<file path="config.mk">
export PLATFORM = sky130hd
export DESIGN_NAME = pattern_scan_ctrl
export DESIGN_NICKNAME = d
export VERILOG_FILES = /design/src/rtl/pattern_scan_pkg.sv /design/src/rtl/pattern_window_det.sv /design/src/rtl/pattern_scan_ctrl.sv
export SDC_FILE = /design/constraint.sdc
export NUM_CORES = 1
export LEC_CHECK = 0
export ABC_AREA = 1
export BUFFER_PORTS_ARGS = -buffer_cell sky130_fd_sc_hd__buf_2
export CORE_AREA = 2 2 113 115
export CTS_CLUSTER_SIZE = 14
export DETAILED_ROUTE_END_ITERATION = 7
export DIE_AREA = 0 0 115 117
export PLACE_DENSITY = 0.67
export SETUP_SLACK_MARGIN = 0.3
export SLEW_MARGIN = 0
export SYNTH_ARGS = -nofsm -noshare
export SYNTH_HDL_FRONTEND = slang
export SYNTH_HIERARCHICAL = 1
export SYNTH_SLANG_ARGS = --single-unit
</file>
<file path="constraint.sdc">
create_clock -name clk -period 2.3 [get_ports clk]
set_clock_uncertainty 0.15 [all_clocks]
set_input_delay 0.23 -clock clk [delete_from_list [all_inputs] [get_ports clk]]
set_output_delay 0.23 -clock clk [all_outputs]
set_load 0.01 [all_outputs]
</file>
<file path="src/rtl/pattern_scan_pkg.sv">
// ----------------------------------------------------------------------------
// pattern_scan_pkg
// Shared definitions for the pattern scan controller:
//   - scan_state_t : controller state encoding (IDLE, RUN, DONE)
//   - DEF_*        : default widths used as parameter defaults
//   - cfg_is_legal : frame configuration legality check
// ----------------------------------------------------------------------------
package pattern_scan_pkg;

    localparam int DEF_MAX_LEN = 8;
    localparam int DEF_LEN_W   = 4;
    localparam int DEF_WIN_W   = 5;
    localparam int DEF_FRM_W   = 16;
    localparam int DEF_CNT_W   = 16;

    typedef enum logic [1:0] {
        IDLE = 2'b00,
        RUN  = 2'b01,
        DONE = 2'b10
    } scan_state_t;

    // A frame is legal when the pattern is non-empty, fits the detector,
    // fits inside the window, and the frame carries at least one bit.
    function automatic logic cfg_is_legal(input int unsigned len,
                                          input int unsigned win,
                                          input int unsigned frm,
                                          input int unsigned max_len);
        return (len != 32'd0) && (len <= max_len) && (win >= len) && (frm != 32'd0);
    endfunction

endpackage

</file>
<file path="src/rtl/pattern_window_det.sv">
// ----------------------------------------------------------------------------
// pattern_window_det
// Serial pattern detector core. Keeps the bit history, a saturating fill
// count and the hold counter that stretches a match over the rest of the
// window. det_next is the detect value for the bit currently on bit_in; the
// internal state advances only when shift_en is high.
// Ports:
//   clk, rst   : clock, synchronous active-high reset
//   clr        : synchronous clear of history, fill and hold (frame start)
//   shift_en   : accept bit_in this cycle
//   bit_in     : serial data bit
//   cfg_pat    : pattern, bit 0 = most recent bit
//   cfg_len    : pattern length L
//   cfg_win    : window length W
//   det_next   : detect value for the bit on bit_in
// ----------------------------------------------------------------------------
module pattern_window_det
    import pattern_scan_pkg::*;
#(
    parameter int MAX_LEN = DEF_MAX_LEN,
    parameter int LEN_W   = DEF_LEN_W,
    parameter int WIN_W   = DEF_WIN_W
) (
    input  logic               clk,
    input  logic               rst,
    input  logic               clr,
    input  logic               shift_en,
    input  logic               bit_in,
    input  logic [MAX_LEN-1:0] cfg_pat,
    input  logic [LEN_W-1:0]   cfg_len,
    input  logic [WIN_W-1:0]   cfg_win,
    output logic               det_next
);

    localparam int CW = LEN_W + 1;

    logic [MAX_LEN-1:0] hist_r;
    logic [LEN_W-1:0]   fill_r;
    logic [WIN_W-1:0]   hold_r;

    logic [MAX_LEN-1:0] hist_next_s;
    logic               pat_eq_s;
    logic               fill_ok_s;
    logic               match_now_s;
    logic [WIN_W-1:0]   hold_next_s;

    // Compare the low L bits of the post-shift history against the pattern;
    // positions at or above L are don't-care.
    always_comb begin
        hist_next_s = {hist_r[MAX_LEN-2:0], bit_in};
        pat_eq_s    = 1'b1;
        for (int i = 0; i < MAX_LEN; i++) begin
            pat_eq_s = pat_eq_s &
                       ((CW'(i) >= {1'b0, cfg_len}) | (hist_next_s[i] == cfg_pat[i]));
        end
        // Until L bits have arrived the stale (cleared) history must not match.
        fill_ok_s   = ({1'b0, fill_r} + CW'(1)) >= {1'b0, cfg_len};
        match_now_s = fill_ok_s & pat_eq_s;
        det_next    = match_now_s | (hold_r != {WIN_W{1'b0}});
    end

    // A match reloads the hold so det stays high until the matched pattern
    // slides out of the W-bit window; otherwise the hold drains per accept.
    always_comb begin
        if (match_now_s) begin
            hold_next_s = cfg_win - WIN_W'(cfg_len);
        end else if (hold_r != {WIN_W{1'b0}}) begin
            hold_next_s = hold_r - WIN_W'(1);
        end else begin
            hold_next_s = {WIN_W{1'b0}};
        end
    end

    // History, fill and hold state; advances only on accepted bits.
    always_ff @(posedge clk) begin
        if (rst || clr) begin
            hist_r <= {MAX_LEN{1'b0}};
            fill_r <= {LEN_W{1'b0}};
            hold_r <= {WIN_W{1'b0}};
        end else if (shift_en) begin
            hist_r <= hist_next_s;
            fill_r <= (fill_r < LEN_W'(MAX_LEN)) ? fill_r + LEN_W'(1) : fill_r;
            hold_r <= hold_next_s;
        end
    end

endmodule

</file>
<file path="src/rtl/pattern_scan_ctrl.sv">
// ----------------------------------------------------------------------------
// pattern_scan_ctrl
// Frame controller for the serial pattern detector. On start in IDLE it
// latches the configuration, rejects illegal setups with cfg_err + done,
// otherwise accepts exactly frame_len bits over bit_valid/bit_ready, emits a
// registered det/det_valid per accepted bit, and finishes with a one-cycle
// DONE state carrying the done pulse and the final saturating match_cnt.
// Optional build macro SCAN_ABORT_EN adds abort (in) / aborted (out): abort
// in RUN ends the frame early with aborted=1 and the partial count.
// Ports:
//   clk, rst                  : clock, synchronous active-high reset
//   start                     : begin a frame (sampled only in IDLE)
//   cfg_pat/cfg_len/cfg_win   : pattern, pattern length, window length
//   frame_len                 : bits per frame
//   bit_valid, bit_in         : serial bit offer
//   bit_ready                 : high while in RUN
//   det_valid, det            : per-accepted-bit detect flag (1 cycle later)
//   busy                      : high in RUN and DONE
//   done, cfg_err             : end-of-frame pulse and its error qualifier
//   match_cnt                 : saturating count of det=1 bits
// ----------------------------------------------------------------------------
module pattern_scan_ctrl
    import pattern_scan_pkg::*;
#(
    parameter int MAX_LEN = DEF_MAX_LEN,
    parameter int LEN_W   = DEF_LEN_W,
    parameter int WIN_W   = DEF_WIN_W,
    parameter int FRM_W   = DEF_FRM_W,
    parameter int CNT_W   = DEF_CNT_W
) (
    input  logic               clk,
    input  logic               rst,
    input  logic               start,
    input  logic [MAX_LEN-1:0] cfg_pat,
    input  logic [LEN_W-1:0]   cfg_len,
    input  logic [WIN_W-1:0]   cfg_win,
    input  logic [FRM_W-1:0]   frame_len,
    input  logic               bit_valid,
    input  logic               bit_in,
`ifdef SCAN_ABORT_EN
    input  logic               abort,
    output logic               aborted,
`endif
    output logic               bit_ready,
    output logic               det_valid,
    output logic               det,
    output logic               busy,
    output logic               done,
    output logic               cfg_err,
    output logic [CNT_W-1:0]   match_cnt
);

    scan_state_t        state_r;
    logic [MAX_LEN-1:0] pat_r;
    logic [LEN_W-1:0]   len_r;
    logic [WIN_W-1:0]   win_r;
    logic [FRM_W-1:0]   frm_r;
    logic [FRM_W-1:0]   bit_cnt_r;

    logic accept_s;
    logic start_ok_s;
    logic legal_s;
    logic last_bit_s;
    logic det_next_s;
    logic abort_s;

`ifdef SCAN_ABORT_EN
    assign abort_s = abort;
`else
    assign abort_s = 1'b0;
`endif

    assign bit_ready  = (state_r == RUN);
    assign accept_s   = bit_valid & bit_ready;
    assign start_ok_s = start & (state_r == IDLE);
    assign last_bit_s = (bit_cnt_r + FRM_W'(1)) == frm_r;
    assign legal_s    = cfg_is_legal(32'(cfg_len), 32'(cfg_win), 32'(frame_len), MAX_LEN);

    pattern_window_det #(
        .MAX_LEN (MAX_LEN),
        .LEN_W   (LEN_W),
        .WIN_W   (WIN_W)
    ) u_win (
        .clk      (clk),
        .rst      (rst),
        .clr      (start_ok_s),
        .shift_en (accept_s),
        .bit_in   (bit_in),
        .cfg_pat  (pat_r),
        .cfg_len  (len_r),
        .cfg_win  (win_r),
        .det_next (det_next_s)
    );

    // Frame FSM with registered handshake results, counters and status.
    always_ff @(posedge clk) begin
        if (rst) begin
            state_r   <= IDLE;
            pat_r     <= {MAX_LEN{1'b0}};
            len_r     <= {LEN_W{1'b0}};
            win_r     <= {WIN_W{1'b0}};
            frm_r     <= {FRM_W{1'b0}};
            bit_cnt_r <= {FRM_W{1'b0}};
            det_valid <= 1'b0;
            det       <= 1'b0;
            busy      <= 1'b0;
            done      <= 1'b0;
            cfg_err   <= 1'b0;
            match_cnt <= {CNT_W{1'b0}};
`ifdef SCAN_ABORT_EN
            aborted   <= 1'b0;
`endif
        end else begin
            det_valid <= accept_s;
            det       <= accept_s & det_next_s;
            // Accepts only happen in RUN, so these never race the IDLE clears.
            if (accept_s) begin
                bit_cnt_r <= bit_cnt_r + FRM_W'(1);
                if (det_next_s && (match_cnt != {CNT_W{1'b1}})) begin
                    match_cnt <= match_cnt + CNT_W'(1);
                end
            end

            case (state_r)
                IDLE: begin
                    done <= 1'b0;
                    if (start) begin
                        pat_r     <= cfg_pat;
                        len_r     <= cfg_len;
                        win_r     <= cfg_win;
                        frm_r     <= frame_len;
                        bit_cnt_r <= {FRM_W{1'b0}};
                        match_cnt <= {CNT_W{1'b0}};
`ifdef SCAN_ABORT_EN
                        aborted   <= 1'b0;
`endif
                        if (legal_s) begin
                            state_r <= RUN;
                            busy    <= 1'b1;
                            cfg_err <= 1'b0;
                        end else begin
                            // Rejected frame: report immediately, never enter RUN.
                            state_r <= IDLE;
                            busy    <= 1'b0;
                            cfg_err <= 1'b1;
                            done    <= 1'b1;
                        end
                    end
                end
                RUN: begin
                    if ((accept_s && last_bit_s) || abort_s) begin
                        state_r <= DONE;
                        done    <= 1'b1;
`ifdef SCAN_ABORT_EN
                        aborted <= abort_s;
`endif
                    end
                end
                DONE: begin
                    state_r <= IDLE;
                    done    <= 1'b0;
                    busy    <= 1'b0;
                end
                default: begin
                    state_r <= IDLE;
                    done    <= 1'b0;
                    busy    <= 1'b0;
                end
            endcase
        end
    end

endmodule

</file>
== Word level (Yosys, flattened, before mapping) ==
Index checks and enable logic that the tools add are counted.

* Flip-flop bits (word level): 88
* Input bits: 38
* Output and inout port bits: 22
* Word-level logic and storage cells: 101

* Add/subtract/negate cells: 6
* Order comparisons: 12
* Equal/unequal tests: 13
* Mux-type cells: 20
* Bitwise logic cells: 21
* Reduce and logical (&&, ||, !) cells: 14

{| class="wikitable"
|+ Operators by type and width
! kind !! number
|-
| $mux W16 || 7
|-
| $add A16 B1 Y16 const B || 2
|-
| $eq A16 B16 Y1 || 1
|-
| $ge A3 B4 Y1 const A || 4
|-
| $ne A16 B16 Y1 const B || 1
|-
| $reduce_bool A16 Y1 || 1
|-
| $and A1 B1 Y1 || 11
|-
| $ge A5 B4 Y1 || 2
|-
| $mux W5 || 2
|-
| $or A1 B1 Y1 || 9
|-
| $eq A1 B1 Y1 || 8
|-
| $ge A1 B4 Y1 const A || 2
|-
| $ge A2 B4 Y1 const A || 2
|-
| $reduce_and A2 Y1 || 4
|-
| $mux W1 || 6
|-
| $add A4 B1 Y5 const B || 1
|-
| $logic_and A1 B1 Y1 || 5
|-
| $reduce_bool A5 Y1 || 1
|-
| $sub A5 B1 Y5 const B || 1
|-
| $sub A5 B4 Y5 || 1
|-
| $add A4 B1 Y4 const B || 1
|-
| $le A4 B4 Y1 const B || 1
|-
| $lt A4 B4 Y1 const B || 1
|-
| $mux W2 || 2
|-
| other kinds (9) || 10
|}

== Depth between registers and ports, before layout ==
Gate-level depths: netlist of the first run.

* Word-level depth: 16
* Depth in mapped cells: 18
* Mapped depth without buffers: 18

== Cells and area by module ==
The synthesis of the first run kept the hierarchy.

{| class="wikitable"
|+ Modules (own cells, without submodules)
! module !! times used !! cells an instance !! area each (µm²)
|-
| pattern_scan_ctrl || 1 || 549 || 3757.4
|-
| pattern_window_det || 1 || 202 || 1308.8
|}

== Worst setup path after synthesis of the first run ==
No wires, ideal clock.

* Path kind: register to register
* Start: register u_win.fill_r[0]
* End: register match_cnt[11]
* Library setup time: 0.128 ns
* Arrival: 2.187 ns
* Path slack: -0.164 ns
* Stages on the path, launching flop included: 17
* Path buffers: 0
* Period minus slack after synthesis: 2.464 ns
* Cell sequence: dfxtp_1 ha_1 xor2_1 ha_1 nand2_1 nor2_1 nand2_1 nand4_4 nand3_4 nand2_1 inv_1 a31oi_1 nand2_1 o21ai_0 nand2_1 o21ai_0 nor2_1

* Cells in the longest elaborated chain, start to end: 9

{| class="wikitable"
|+ Ends and longest elaborated chain
! what !! line !! text
|-
| from (decl) || pattern_window_det.sv:38 || <nowiki>logic [LEN_W-1:0] fill_r;</nowiki>
|-
| from (signal assigned) || pattern_window_det.sv:78 || <nowiki>fill_r <= {LEN_W{1'b0}};</nowiki>
|-
| from (signal assigned) || pattern_window_det.sv:82 || <nowiki>fill_r <= (fill_r < LEN_W'(MAX_LEN)) ? fill_r + LEN_W'(1) : fill_r;</nowiki>
|-
| $add A4 B1 Y5 (*) || pattern_window_det.sv:57 || <nowiki>fill_ok_s = ({1'b0, fill_r} + CW'(1)) >= {1'b0, cfg_len};</nowiki>
|-
| $ge A5 B4 Y1 (*) || pattern_window_det.sv:57 ||
|-
| $and A1 B1 Y1 (*) || pattern_window_det.sv:58 || <nowiki>match_now_s = fill_ok_s & pat_eq_s;</nowiki>
|-
| $or A1 B1 Y1 (*) || pattern_window_det.sv:59 || <nowiki>det_next = match_now_s | (hold_r != {WIN_W{1'b0}});</nowiki>
|-
| via det_next_s || pattern_scan_ctrl.sv:64 || <nowiki>logic det_next_s;</nowiki>
|-
| $logic_and A1 B1 Y1 (*) || pattern_scan_ctrl.sv:119 || <nowiki>if (det_next_s && (match_cnt != {CNT_W{1'b1}})) begin</nowiki>
|-
| $mux W16 (*) || pattern_scan_ctrl.sv:119 ||
|-
| $mux W16 (*) || pattern_scan_ctrl.sv:117 || <nowiki>if (accept_s) begin</nowiki>
|-
| $mux W16 || pattern_scan_ctrl.sv:127 || <nowiki>if (start) begin</nowiki>
|-
| $mux W16 (*) || pattern_scan_ctrl.sv:124 || <nowiki>case (state_r)</nowiki>
|-
| to (signal assigned) || pattern_scan_ctrl.sv:109 || <nowiki>match_cnt <= {CNT_W{1'b0}};</nowiki>
|-
| to (signal assigned) || pattern_scan_ctrl.sv:120 || <nowiki>match_cnt <= match_cnt + CNT_W'(1);</nowiki>
|-
| to (signal assigned) || pattern_scan_ctrl.sv:133 || <nowiki>match_cnt <= {CNT_W{1'b0}};</nowiki>
|-
| to (decl) || pattern_scan_ctrl.sv:50 || <nowiki>output logic [CNT_W-1:0] match_cnt</nowiki>
|}

The timed path passes the listed nets; every way through them passes the cells marked *.
A chain may end at the register's enable or synchronous reset.

== Worst setup path after layout of the first run ==
* Start: register u_win.fill_r[0]
* End: register match_cnt[14]

Same word-level chain as after synthesis.

==> metrics.csv, run 1 <==
stage,metric,value,unit
clock_network,clock_path_buffers,2,
route,viasPerCell,5.03,
logic_synthesis,syn_nets,806,
critical_path,crit_family,simple AND/OR/NAND/NOR gates,
clock_network,cts_tree,yes,
power,power.total,4.05,mW
final_layout,layout.nets,914,
critical_path,cpPeakStageDelay,0.34,ns
logic_synthesis,synth_common_cells,"165 x nand2_1, 94 x inv_1, 91 x nor2_1",
critical_path,critical_path_arrival,2.52,ns
run_status,violations,negative setup slack,
final_layout,drive_above_1_share,25.2,%
floorplanning,start_util,41.1,%
logic_synthesis,ys_types,42,
place,dp_cells,965,
sta,fin_tns_setup,-1.13,ns
clock_network,numCtsBuffers,9,
sta,rsz0062_at_grt,true,
sta,fin_crit,2.42,ns
sta,finalSetupViolations,16,
final_layout,n_fill_cell,1178,
floorplanning,row_count,41,
logic_synthesis,synth_seq_cells,88,
critical_path,crit_buf_inv,3,
sta,tightest_slew,0.878,ns
floorplanning,floorplan.die_area,13500,um2
clock_network,clk_pin_slew,0.07,ns
logic_synthesis,synthTopCellsByArea,"dfxtp_1 35%, nand2_1 12%, inv_1 7.0%",
logic_synthesis,async_flop_share,0,%
sta,finalMaxSlewViolations,0,
clock_network,cts_sinks,88,
global_routing,grt_pass1_vias,4533,
route,dr.pass1.iters,5,
logic_synthesis,synth_ff_type,dfxtp_1,
hold_path,worstHoldPathType,in2reg,
global_routing,grt_use_total,20.0,%
logic_synthesis,synth_area_leader_cell,dfxtp_1,
global_routing,gr-total-overflow,0,
place,globalplace.congestion,0.900,
critical_path,critical_path.cell_chain,ha_4 -> xor2_2 -> ha_1 -> nand2_1 -> inv_1 -> nand4_1 -> nand4_4 -> nand3_4 -> nand2_4 -> inv_4 -> nor2_4 -> nand2_4 -> clkinvlp_4 -> a41oi_1 -> nor2_1,
critical_path,path_max_fanout,5,
critical_path,endpoint_kind,flop,
sta,whs,0.0160,ns
critical_path,crit_top_cell,nand2_4,
logic_synthesis,yosysWarnings,6,
route,wirelength,13.2,mm
clock_network,clk_latency,0.36,ns
floorplanning,die_x,115,um
power,peakVddDrop,0.000335,V
clock_network,ctsRootBufferMaster,clkbuf_16,
route,wl_per_cell,13.0,um
final_layout,area_growth,30.9,%
route,vias,5105,
critical_path,required,2.40,ns
power,power_density,611,nW/um2
global_routing,grt_max_degree,38,
clock_network,cts_htree_levels,3,
job,drv_cap,0,
final_layout,num_antenna_cells,0,
sta,finalCritPeriodShare,105,%
logic_synthesis,yosysTopAreaCellShare,34.8,%
floorplanning,ios,60,
logic_synthesis,synth.cell_area,5070,um2
route,first_iter_violations,311,
final_layout,seq_area,1790,um2
global_routing,grt_pass1_wl,21.2,mm
final_layout,fin_cells,1014,
route,final_antenna_net_count,0,
sta,worst_slack,-0.119,ns
place,dpl.hpwl,9.38,mm
logic_synthesis,synth_most_common_cell,nand2_1,
run_status,status,"complete, but fails checks",
sta,fmax,413,MHz
critical_path,worstSetupPathType,reg2reg,
logic_synthesis,synthCells,751,
floorplanning,core_area,12300,um2
logic_synthesis,avgSynthCellArea,6.75,um2
power,p_leak,2.88,nW
global_routing,antenna_found_initial,0,
floorplanning,die_height,117,um
logic_synthesis,synth-seq-area-share,34.8,%
logic_synthesis,synth_edf_count,0,
place,port-buffer-count,59,
critical_path,cpMaxStageDelayCell,dfxtp_2,
route,drc,0,
sta,slew_headroom,41.4,%
sta,hold_violations,0,
final_layout,multi_input_area,3130,um2
critical_path,worstSetupStartpointType,flop,
[report_power, final]
group	switching (mW)	internal [mW]
clock	0.671	0.966
sequential	0.0616	1.59
combinational	0.430	0.326
[cells by family (layout without fill, tap and decap cells)]
| group | count (synthesis) | after routing | share of synthesized area, % |
|---|---|---|---|
| flip-flops | 88 | 88 | 34.8 |
| AND/OR/NAND/NOR | 365 | 365 | 33.2 |
| buffers and inverters | 124 | 237 | 9.51 |
| AO/OA/AOI/OAI | 139 | 139 | 14.4 |
| adder cells (fa/ha/maj) | 17 | 17 | 4.35 |
| XOR/XNOR | 18 | 18 | 3.83 |
[through the flow]
stage,util [%],setup WS (ns),instance area [um2]
2_1_floorplan,-,-0.0277,5120
5_1_grt,53.9,-0.252,6630
3_3_place_gp,46.3,-0.112,5700
4_1_cts,51.6,-0.107,6350
3_5_place_dp,46.3,-0.157,5700
6_report,53.9,-0.119,6630
[registers in the layout, summed over array words and instances, names as in the netlist]
register	count
cfg_err	1
bit_cnt_r	16
det	1
state_r	2
u_win/hist_r	7
pat_r	8
done	1
len_r	4
frm_r	16
u_win/fill_r	4
det_valid	1
busy	1
u_win/hold_r	5
win_r	5
match_cnt	16
[final timing paths]
| check | start | endpoint | slack (ns) | depth (start not counted) |
|---|---|---|---|---|
| setup / recovery | u_win/fill_r[0]$_SDFFE_PP0P_ | match_cnt[14]$_SDFF_PP0_ | -0.12 | 15 |
| hold / removal | bit_in | u_win/hist_r[0]$_SDFFE_PP0P_ | 0.02 | 3 |
| setup reg to reg | u_win/fill_r[0]$_SDFFE_PP0P_ | match_cnt[14]$_SDFF_PP0_ | -0.12 | 15 |
| hold reg to reg | u_win/hold_r[0]$_SDFFE_PP0P_ | u_win/hold_r[0]$_SDFFE_PP0P_ | 0.32 | 2 |
[timing repair]
item,4_1_cts,5_1_grt
endpoints found under the setup margin,24,29
cloned,1,0
hold buffers,23,0
endpoints found under the hold margin,23,0
buffers inserted,3,6
resized for setup,17,73
pin swaps,10,22
[routing by layer]
metal / track usage, % / part of all wire [%] / vias to the layer above
li1: - / - / 2662
met1: 27.6 / 49 / 2326
met4: 4.90 / 1.1 / 0
met5: 0 / 0 / -
met3: 4.89 / 5.0 / 10
met2: 31.6 / 45 / 107
[worst min-delay path: cells and delay by family]
kind                   cells  cell delay [ns]
buffers and inverters      1             0.09
AO/OA/AOI/OAI              2             0.16
[cell usage in the layout (no fill, tap or decap), drive strengths merged]
master / netlist / routed
fa: 1 / 1
bufinv: 0 / 2
nor3b: 1 / 1
a41oi: 1 / 1
dfxtp: 88 / 88
clkbuf: 16 / 9
nor4: 5 / 5
o211ai: 8 / 8
nor2: 104 / 104
o21ai: 74 / 74
a21oi: 52 / 52
a31oi: 1 / 1
nand2: 171 / 171
ha: 16 / 16
xnor3: 1 / 1
buf: 5 / 94
nand3: 43 / 43
inv: 100 / 102
nand4: 17 / 17
clkinv: 3 / 6
or2: 4 / 4
xor2: 13 / 13
o21a: 1 / 1
dlygate4sd3: 0 / 23
nand3b: 11 / 11
xor3: 1 / 1
xnor2: 3 / 3
o21bai: 2 / 2
nor3: 9 / 9
clkinvlp: 0 / 1
[cell type report]
class | instances | area share, %
Inverter | 103 | 5.98
Sequential cell | 88 | 27.0
Clock inverter | 7 | 1.57
Tap cell | 150 | 2.83
Clock buffer | 9 | 3.40
Timing Repair inverter | 1 | 0.113
Timing Repair Buffer | 117 | 11.9
Multi-Input combinational cell | 539 | 47.2
Power figures use the tool's default switching activity.
==> run 2, diff against run 1 <==
--- a/config.mk
+++ b/config.mk
@@ -5,12 +5,11 @@
 export SDC_FILE = /design/constraint.sdc
 export NUM_CORES = 1
 export LEC_CHECK = 0
-export ABC_AREA = 1
 export BUFFER_PORTS_ARGS = -buffer_cell sky130_fd_sc_hd__buf_2
-export CORE_AREA = 2 2 113 115
+export CORE_AREA = 2 2 108 110
 export CTS_CLUSTER_SIZE = 14
 export DETAILED_ROUTE_END_ITERATION = 7
-export DIE_AREA = 0 0 115 117
+export DIE_AREA = 0 0 110 112
 export PLACE_DENSITY = 0.67
 export SETUP_SLACK_MARGIN = 0.3
 export SLEW_MARGIN = 0
==> run 2 against run 1 <==
- the flow still finishes with violations (negative setup slack)
- power decreased by 15%
- synthesized area decreased by 9.6%
- cell count decreased by 19%
- synthesized cell count decreased by 25%
- fmax decreased by 1.7%
- worst setup slack got worse by 0.041 ns
- die area decreased by 8.4%
- final area decreased by 9.8%
- sequential share of layout area increased by 2.8 points
- count of clock-buffer cells in the layout increased by 4
- global-route usage decreased by 0.47 points
- critical path depth decreased by 2
- critical endpoint is now match_cnt[15]$_SDFF_PP0_
- largest cell class unchanged
- largest power group unchanged
==> metrics.csv, run 2 <==
stage,metric,value,unit
run_status,status,"complete, but fails checks",
run_status,violations,negative setup slack,
logic_synthesis,avgSynthCellArea,8.09,um2
hold_path,min-delay-start,frame_len[7],
global_routing,grt_use_total,19.5,%
critical_path,critical_path.cell_chain,ha_4 -> xor2_4 -> ha_4 -> o21ai_2 -> o21ai_2 -> o211ai_4 -> nand2_1 -> and2_4 -> o31ai_4 -> or2_4 -> nor3_2 -> xnor2_1 -> nor2_1,
critical_path,r2r_cells,13,
critical_path,crit_family,simple AND/OR/NAND/NOR gates,
logic_synthesis,syn_nets,621,
logic_synthesis,synth_seq_cells,88,
logic_synthesis,synth_compound_area_share,11.9,%
critical_path,cp-startpoint,u_win/fill_r[0]$_SDFFE_PP0P_,
logic_synthesis,yosysTopAreaCellShare,38.5,%
hold_path,hold_end,frm_r[7]$_SDFFE_PP0P_,
floorplanning,floorplan.die_area,12300,um2
sta,rsz0062_at_grt,true,
place,pre_cts_ws,-0.164,ns
clock_network,cts_sinks,88,
clock_network,cts_tree,yes,
sta,slew_headroom,70.3,%
route,viasPerCell,5.21,
critical_path,critical_path_arrival,2.54,ns
final_layout,final_common_cell,nand2_1,
sta,hold_violations,0,
global_routing,gr-total-overflow,0,
floorplanning,ios,60,
clock_network,clock_path_buffers,2,
global_routing,grt_pass1_wl,19.1,mm
final_layout,num_antenna_cells,0,
logic_synthesis,async_flop_share,0,%
logic_synthesis,synth_area_leader_cell,dfxtp_1,
job,drv_cap,0,
hold_path,hold_depth,3,
power,p_leak,2.39,nW
logic_synthesis,synth_top_family_by_area,simple AND/OR/NAND/NOR gates,
logic_synthesis,synthAdderAreaFrac,4.81,%
final_layout,mostFrequentLayoutCells,"90 x nand2_1, 81 x dfxtp_1, 59 x nor2_1, 59 x buf_2, 42 x a21oi_1",
critical_path,rr_startpoint,u_win/fill_r[0]$_SDFFE_PP0P_,
critical_path,worstSetupStartpointType,flop,
clock_network,clk_latency,0.35,ns
critical_path,required,2.38,ns
final_layout,area_growth,30.7,%
place,port-buffer-count,59,
sta,tightest_slew,0.440,ns
critical_path,r2r_end,match_cnt[15]$_SDFF_PP0_,
sta,fin_crit,2.46,ns
clock_network,cts_htree_levels,3,
global_routing,antenna_found_initial,0,
critical_path,crit_buf_inv,0,
logic_synthesis,synth_ff_type,dfxtp_1,
logic_synthesis,synthCells,566,
critical_path,endpoint_kind,flop,
critical_path,cpMaxStageDelayCell,dfxtp_4,
sta,worst_slack,-0.161,ns
logic_synthesis,yosysWarnings,6,
sta,finalMaxSlewViolations,0,
logic_synthesis,synth-seq-area-share,38.5,%
power,peakVddDrop,0.000468,V
final_layout,largestRegisters,"bit_cnt_r (16), frm_r (16), match_cnt (16)",
logic_synthesis,synth-simple-area-share,25.2,%
sta,fmax,406,MHz
logic_synthesis,synth_edf_count,0,
place,globalplace.congestion,0.823,
final_layout,drive_above_1_share,24.1,%
global_routing,grt_pass1_vias,4213,
floorplanning,die_x,110,um
route,final_antenna_net_count,0,
clock_network,clk_pin_slew,0.06,ns
logic_synthesis,synth_mux_area_share,3.06,%
clock_network,ctsRootBufferMaster,clkbuf_16,
floorplanning,die_height,112,um
logic_synthesis,synthXorXnorAreaFrac,11.9,%
logic_synthesis,ys_types,56,
logic_synthesis,synth.cell_area,4580,um2
power,power_density,578,nW/um2
floorplanning,core_area,11200,um2
clock_network,numCtsBuffers,9,
critical_path,regToRegSetupSlack,-0.16,ns
sta,finalSetupViolations,14,
route,first_iter_violations,179,
route,drc,0,
hold_path,worstHoldPathType,in2reg,
place,dp_cells,773,
route,wirelength,11.5,mm
critical_path,path_max_fanout,3,
place,dpl.hpwl,7.90,mm
final_layout,fin_cells,818,
route,dr.pass1.iters,4,
global_routing,grt_max_degree,36,
logic_synthesis,synth_common_cells,"91 x nand2_1, 88 x dfxtp_1, 66 x nor2_1",
floorplanning,row_count,39,
floorplanning,start_util,41.0,%
final_layout,layout.nets,727,
logic_synthesis,synth_most_common_cell,nand2_1,
route,vias,4260,
route,wl_per_cell,14.1,um
critical_path,cpPeakStageDelay,0.36,ns
logic_synthesis,synthTopCellsByArea,"dfxtp_1 38%, nand2_1 7.5%, xnor2_1 6.5%",
sta,finalCritPeriodShare,107,%
critical_path,worstSetupPathType,reg2reg,
-- run 2: worst reg2reg max path, stage by stage, from the launching register on --
cell and delay [ns]:
dfxtp_4 0.36, ha_4 0.18, xor2_4 0.16, ha_4 0.27
o21ai_2 0.05, o21ai_2 0.15, o211ai_4 0.09, nand2_1 0.08
and2_4 0.17, o31ai_4 0.08, or2_4 0.28, nor3_2 0.13
xnor2_1 0.14, nor2_1 0.05
-- run 2: layer usage --
metal  wire (um)  track usage, %  part of all wire [%]  up-vias
met5           0               0                     0        -
met4         369            9.96                   3.2        0
met3         423            4.04                   3.7       33
met2        5590            32.0                    49       88
met1        5140            23.9                    45     2015
li1            -               -                     -     2124
-- run 2: stage by stage --
stage | util, % | power, mW | TNS [ns] | cell area (um2) | hold WS [ns]
3_3_place_gp | 47.0 | 2.09 | -0.745 | 5250 | 0.305
2_1_floorplan | - | 1.95 | -0.624 | 4660 | 0.216
5_1_grt | 53.5 | 3.61 | -3.49 | 5980 | 0.00818
6_report | 53.5 | 3.46 | -1.52 | 5980 | 0.00559
4_1_cts | 52.5 | 3.47 | -0.855 | 5870 | 0.00165
3_5_place_dp | 47.0 | 2.10 | -1.48 | 5250 | 0.307
-- run 2: cell families after synthesis --
logic type                 after synthesis
DFF                                     88
and+or+nand+nor                        247
AOI/OAI and AO/OA                       87
xor gates and xnor gates                62
buffers and inverters                   51
muxes                                   14
adders and majority gates               17
-- run 2: cell type report --
class                      instances  area (um2)
multi-input combinational        427        2820
inverter                          22        85.1
timing repair buffer             124         866
sequential                        88        1780
clock buffer                      13         250
clock inverter                     1        5.00
tap                              143         179
fill                            1012        5190
-- run 2: where the power goes --
| group | leakage (nW) | internal [mW] | total, mW | switching [mW] |
|---|---|---|---|---|
| Sequential | 0.720 | 1.57 | 1.62 | 0.0439 |
| Combinational | 1.54 | 0.252 | 0.524 | 0.273 |
| Clock | 0.126 | 0.748 | 1.32 | 0.573 |
-- run 2: how the worst max path moves through the flow --
stage	to	slack, ns	cells after the start
final	match_cnt[15]$_SDFF_PP0_	-0.16	13
after global routing	match_cnt[6]$_SDFF_PP0_	-0.27	14
after CTS	match_cnt[15]$_SDFF_PP0_	-0.16	13
after detailed placement	match_cnt[12]$_SDFF_PP0_	-0.16	13
after global placement	match_cnt[14]$_SDFF_PP0_	-0.10	13
after floorplan	match_cnt[15]$_SDFF_PP0_	-0.11	13
-- run 2: what timing repair did --
item | CTS | global route
setup buffers | 4 | 2
pin swaps | 10 | 10
hold buffers | 25 | 0
endpoints found under the hold margin | 25 | 0
setup endpoints to repair | 24 | 31
gates resized for setup | 18 | 22
==> run 3, diff against run 2 <==
--- a/config.mk
+++ b/config.mk
@@ -7,6 +7,7 @@
 export LEC_CHECK = 0
 export BUFFER_PORTS_ARGS = -buffer_cell sky130_fd_sc_hd__buf_2
 export CORE_AREA = 2 2 108 110
+export CTS_BUF_LIST = sky130_fd_sc_hd__clkbuf_16
 export CTS_CLUSTER_SIZE = 14
 export DETAILED_ROUTE_END_ITERATION = 7
 export DIE_AREA = 0 0 110 112
==> run 3 against run 2 <==
- the run still ends with negative setup slack left
- sequential share of layout area barely moved
- critical endpoint unchanged
- cell count is the same
- non-clock buffer count stayed put
- final area down 0.17%
- highest routed layer unchanged
- count of clock-buffer cells in the layout shrank 4
- global-route usage about the same
- register-to-register slack is essentially flat
- largest power group unchanged
- first-iteration DRC count increased by 6.7%
- sequential cell count stayed put
- die area is the same
- combinational power hardly changed
==> metrics.csv, run 3 (synthesis gave the netlist of run 2 again) <==
stage,metric,value,unit
final_layout,fin_cells,818,
final_layout,seq_area,1780,um2
global_routing,gr-total-overflow,0,
final_layout,largestRegisters,"bit_cnt_r (16), frm_r (16), match_cnt (16)",
global_routing,busiest_layer,met2,
route,wirelength,11.6,mm
final_layout,multi_input_area,2820,um2
clock_network,clock_path_buffers,2,
floorplanning,row_count,39,
final_layout,final_core_utilization,53.5,%
global_routing,grtUsageMet1,23.9,%
sta,finalCritPeriodShare,107,%
global_routing,use_met2,31.9,%
floorplanning,start_util,41.0,%
global_routing,grt_use_total,19.5,%
final_layout,final_area,5970,um2
critical_path,required,2.38,ns
power,power_density,572,nW/um2
sta,rsz0062_at_grt,true,
final_layout,n_fill_cell,1014,
floorplanning,die_height,112,um
place,globalplace.congestion,0.823,
route,drc,0,
clock_network,ctsRootBufferMaster,clkbuf_16,
floorplanning,core_area,11200,um2
global_routing,grt_pass1_vias,4217,
place,dp_cells,773,
final_layout,area_growth,30.4,%
sta,slew_headroom,70.3,%
clock_network,cts_htree_levels,3,
place,pre_cts_ws,-0.164,ns
floorplanning,floorplan.die_area,12300,um2
sta,finalMaxSlewViolations,0,
route,final_antenna_net_count,0,
route,dr.pass1.iters,5,
critical_path,endpoint_kind,flop,
sta,tightest_slew,0.440,ns
power,peakVddDrop,0.000468,V
sta,fmax,406,MHz
place,post_dp_cell_area,5250,um2
route,first_iter_violations,191,
clock_network,cts_tree,yes,
floorplanning,ios,60,
place,dpl.hpwl,7.90,mm
sta,fin_crit,2.46,ns
floorplanning,die_x,110,um
run_status,status,"complete, but fails checks",
global_routing,grt_max_degree,36,
run_status,violations,negative setup slack,
clock_network,clk_pin_slew,0.06,ns
clock_network,numCtsBuffers,9,
place,port-buffer-count,59,
final_layout,drive_above_1_share,24.0,%
final_layout,layout.nets,727,
sta,hold_violations,0,
global_routing,grtUsageMet3,4.04,%
final_layout,num_antenna_cells,0,
critical_path,worstSetupPathType,reg2reg,
critical_path,worstSetupStartpointType,flop,
sta,finalSetupViolations,15,
power,p_leak,2.39,nW
job,drv_cap,0,
critical_path,critical_path_arrival,2.54,ns
global_routing,grt_pass1_wl,19.0,mm
clock_network,cts_sinks,88,
power,power.total,3.42,mW
sta,worst_slack,-0.161,ns
route,wl_per_cell,14.1,um
final_layout,final_common_cell,nand2_1,
clock_network,clk_latency,0.35,ns
route,vias,4303,
global_routing,antenna_found_initial,0,
critical_path,path_max_fanout,3,
final_layout,mostFrequentLayoutCells,"90 x nand2_1, 81 x dfxtp_1, 59 x nor2_1, 59 x buf_2, 42 x a21oi_1",
route,viasPerCell,5.26,
hold_path,worstHoldPathType,in2reg,
-- run 3: worst paths after layout --
| path | from | slack (ns) | depth (start not counted) | endpoint |
|---|---|---|---|---|
| max | u_win/fill_r[0]$_SDFFE_PP0P_ | -0.16 | 13 | match_cnt[15]$_SDFF_PP0_ |
| min | bit_in | 0.007 | 3 | u_win/hist_r[0]$_SDFFE_PP0P_ |
| max reg2reg | u_win/fill_r[0]$_SDFFE_PP0P_ | -0.16 | 13 | match_cnt[15]$_SDFF_PP0_ |
| min reg2reg | win_r[0]$_SDFFE_PP0P_ | 0.31 | 2 | win_r[0]$_SDFFE_PP0P_ |
-- run 3: per-layer routing --
layer  share of wire [%]  routed length (um)
met1                  43                5020
met4                 3.2                 371
met5                   0                   0
met3                 4.5                 519
met2                  49                5650
-- run 3: per-stage QoR --
step | hold WS [ns] | setup TNS [ns]
floorplan | 0.216 | -0.624
global placement | 0.305 | -0.745
detailed placement | 0.307 | -1.48
CTS | 0.00105 | -0.853
global route | 0.00818 | -3.49
finish | 0.00675 | -1.53
-- run 3: power by group --
part | switching (mW) | leakage [nW] | total [mW] | internal (mW)
clock | 0.574 | 0.132 | 1.28 | 0.702
combinational | 0.273 | 1.54 | 0.525 | 0.252
sequential | 0.0440 | 0.720 | 1.62 | 1.57
total | 0.891 | 2.39 | 3.42 | 2.52
-- run 3: critical path, stage by stage (launching register included) --
cell and delay [ns]:
dfxtp_4 0.36, ha_4 0.18, xor2_4 0.16, ha_4 0.27
o21ai_2 0.05, o21ai_2 0.15, o211ai_4 0.09, nand2_1 0.08
and2_4 0.17, o31ai_4 0.08, or2_4 0.28, nor3_2 0.13
xnor2_1 0.14, nor2_1 0.05
-- run 3: layout make-up --
type                            instances  area share [%]
Timing Repair Buffer                  124            14.5
Sequential cell                        88            29.8
Inverter                               22            1.42
Multi-Input combinational cell        427            47.2
Clock inverter                          5           0.335
Tap cell                              143            3.00
Clock buffer                            9            3.77
-- run 3: repair_timing --
action,4_1_cts,5_1_grt
cloned,0,0
setup endpoints to repair,24,31
hold buffers,25,0
resized for setup,18,22
hold endpoints to repair,25,0
pin swaps,10,10
setup buffers,4,2
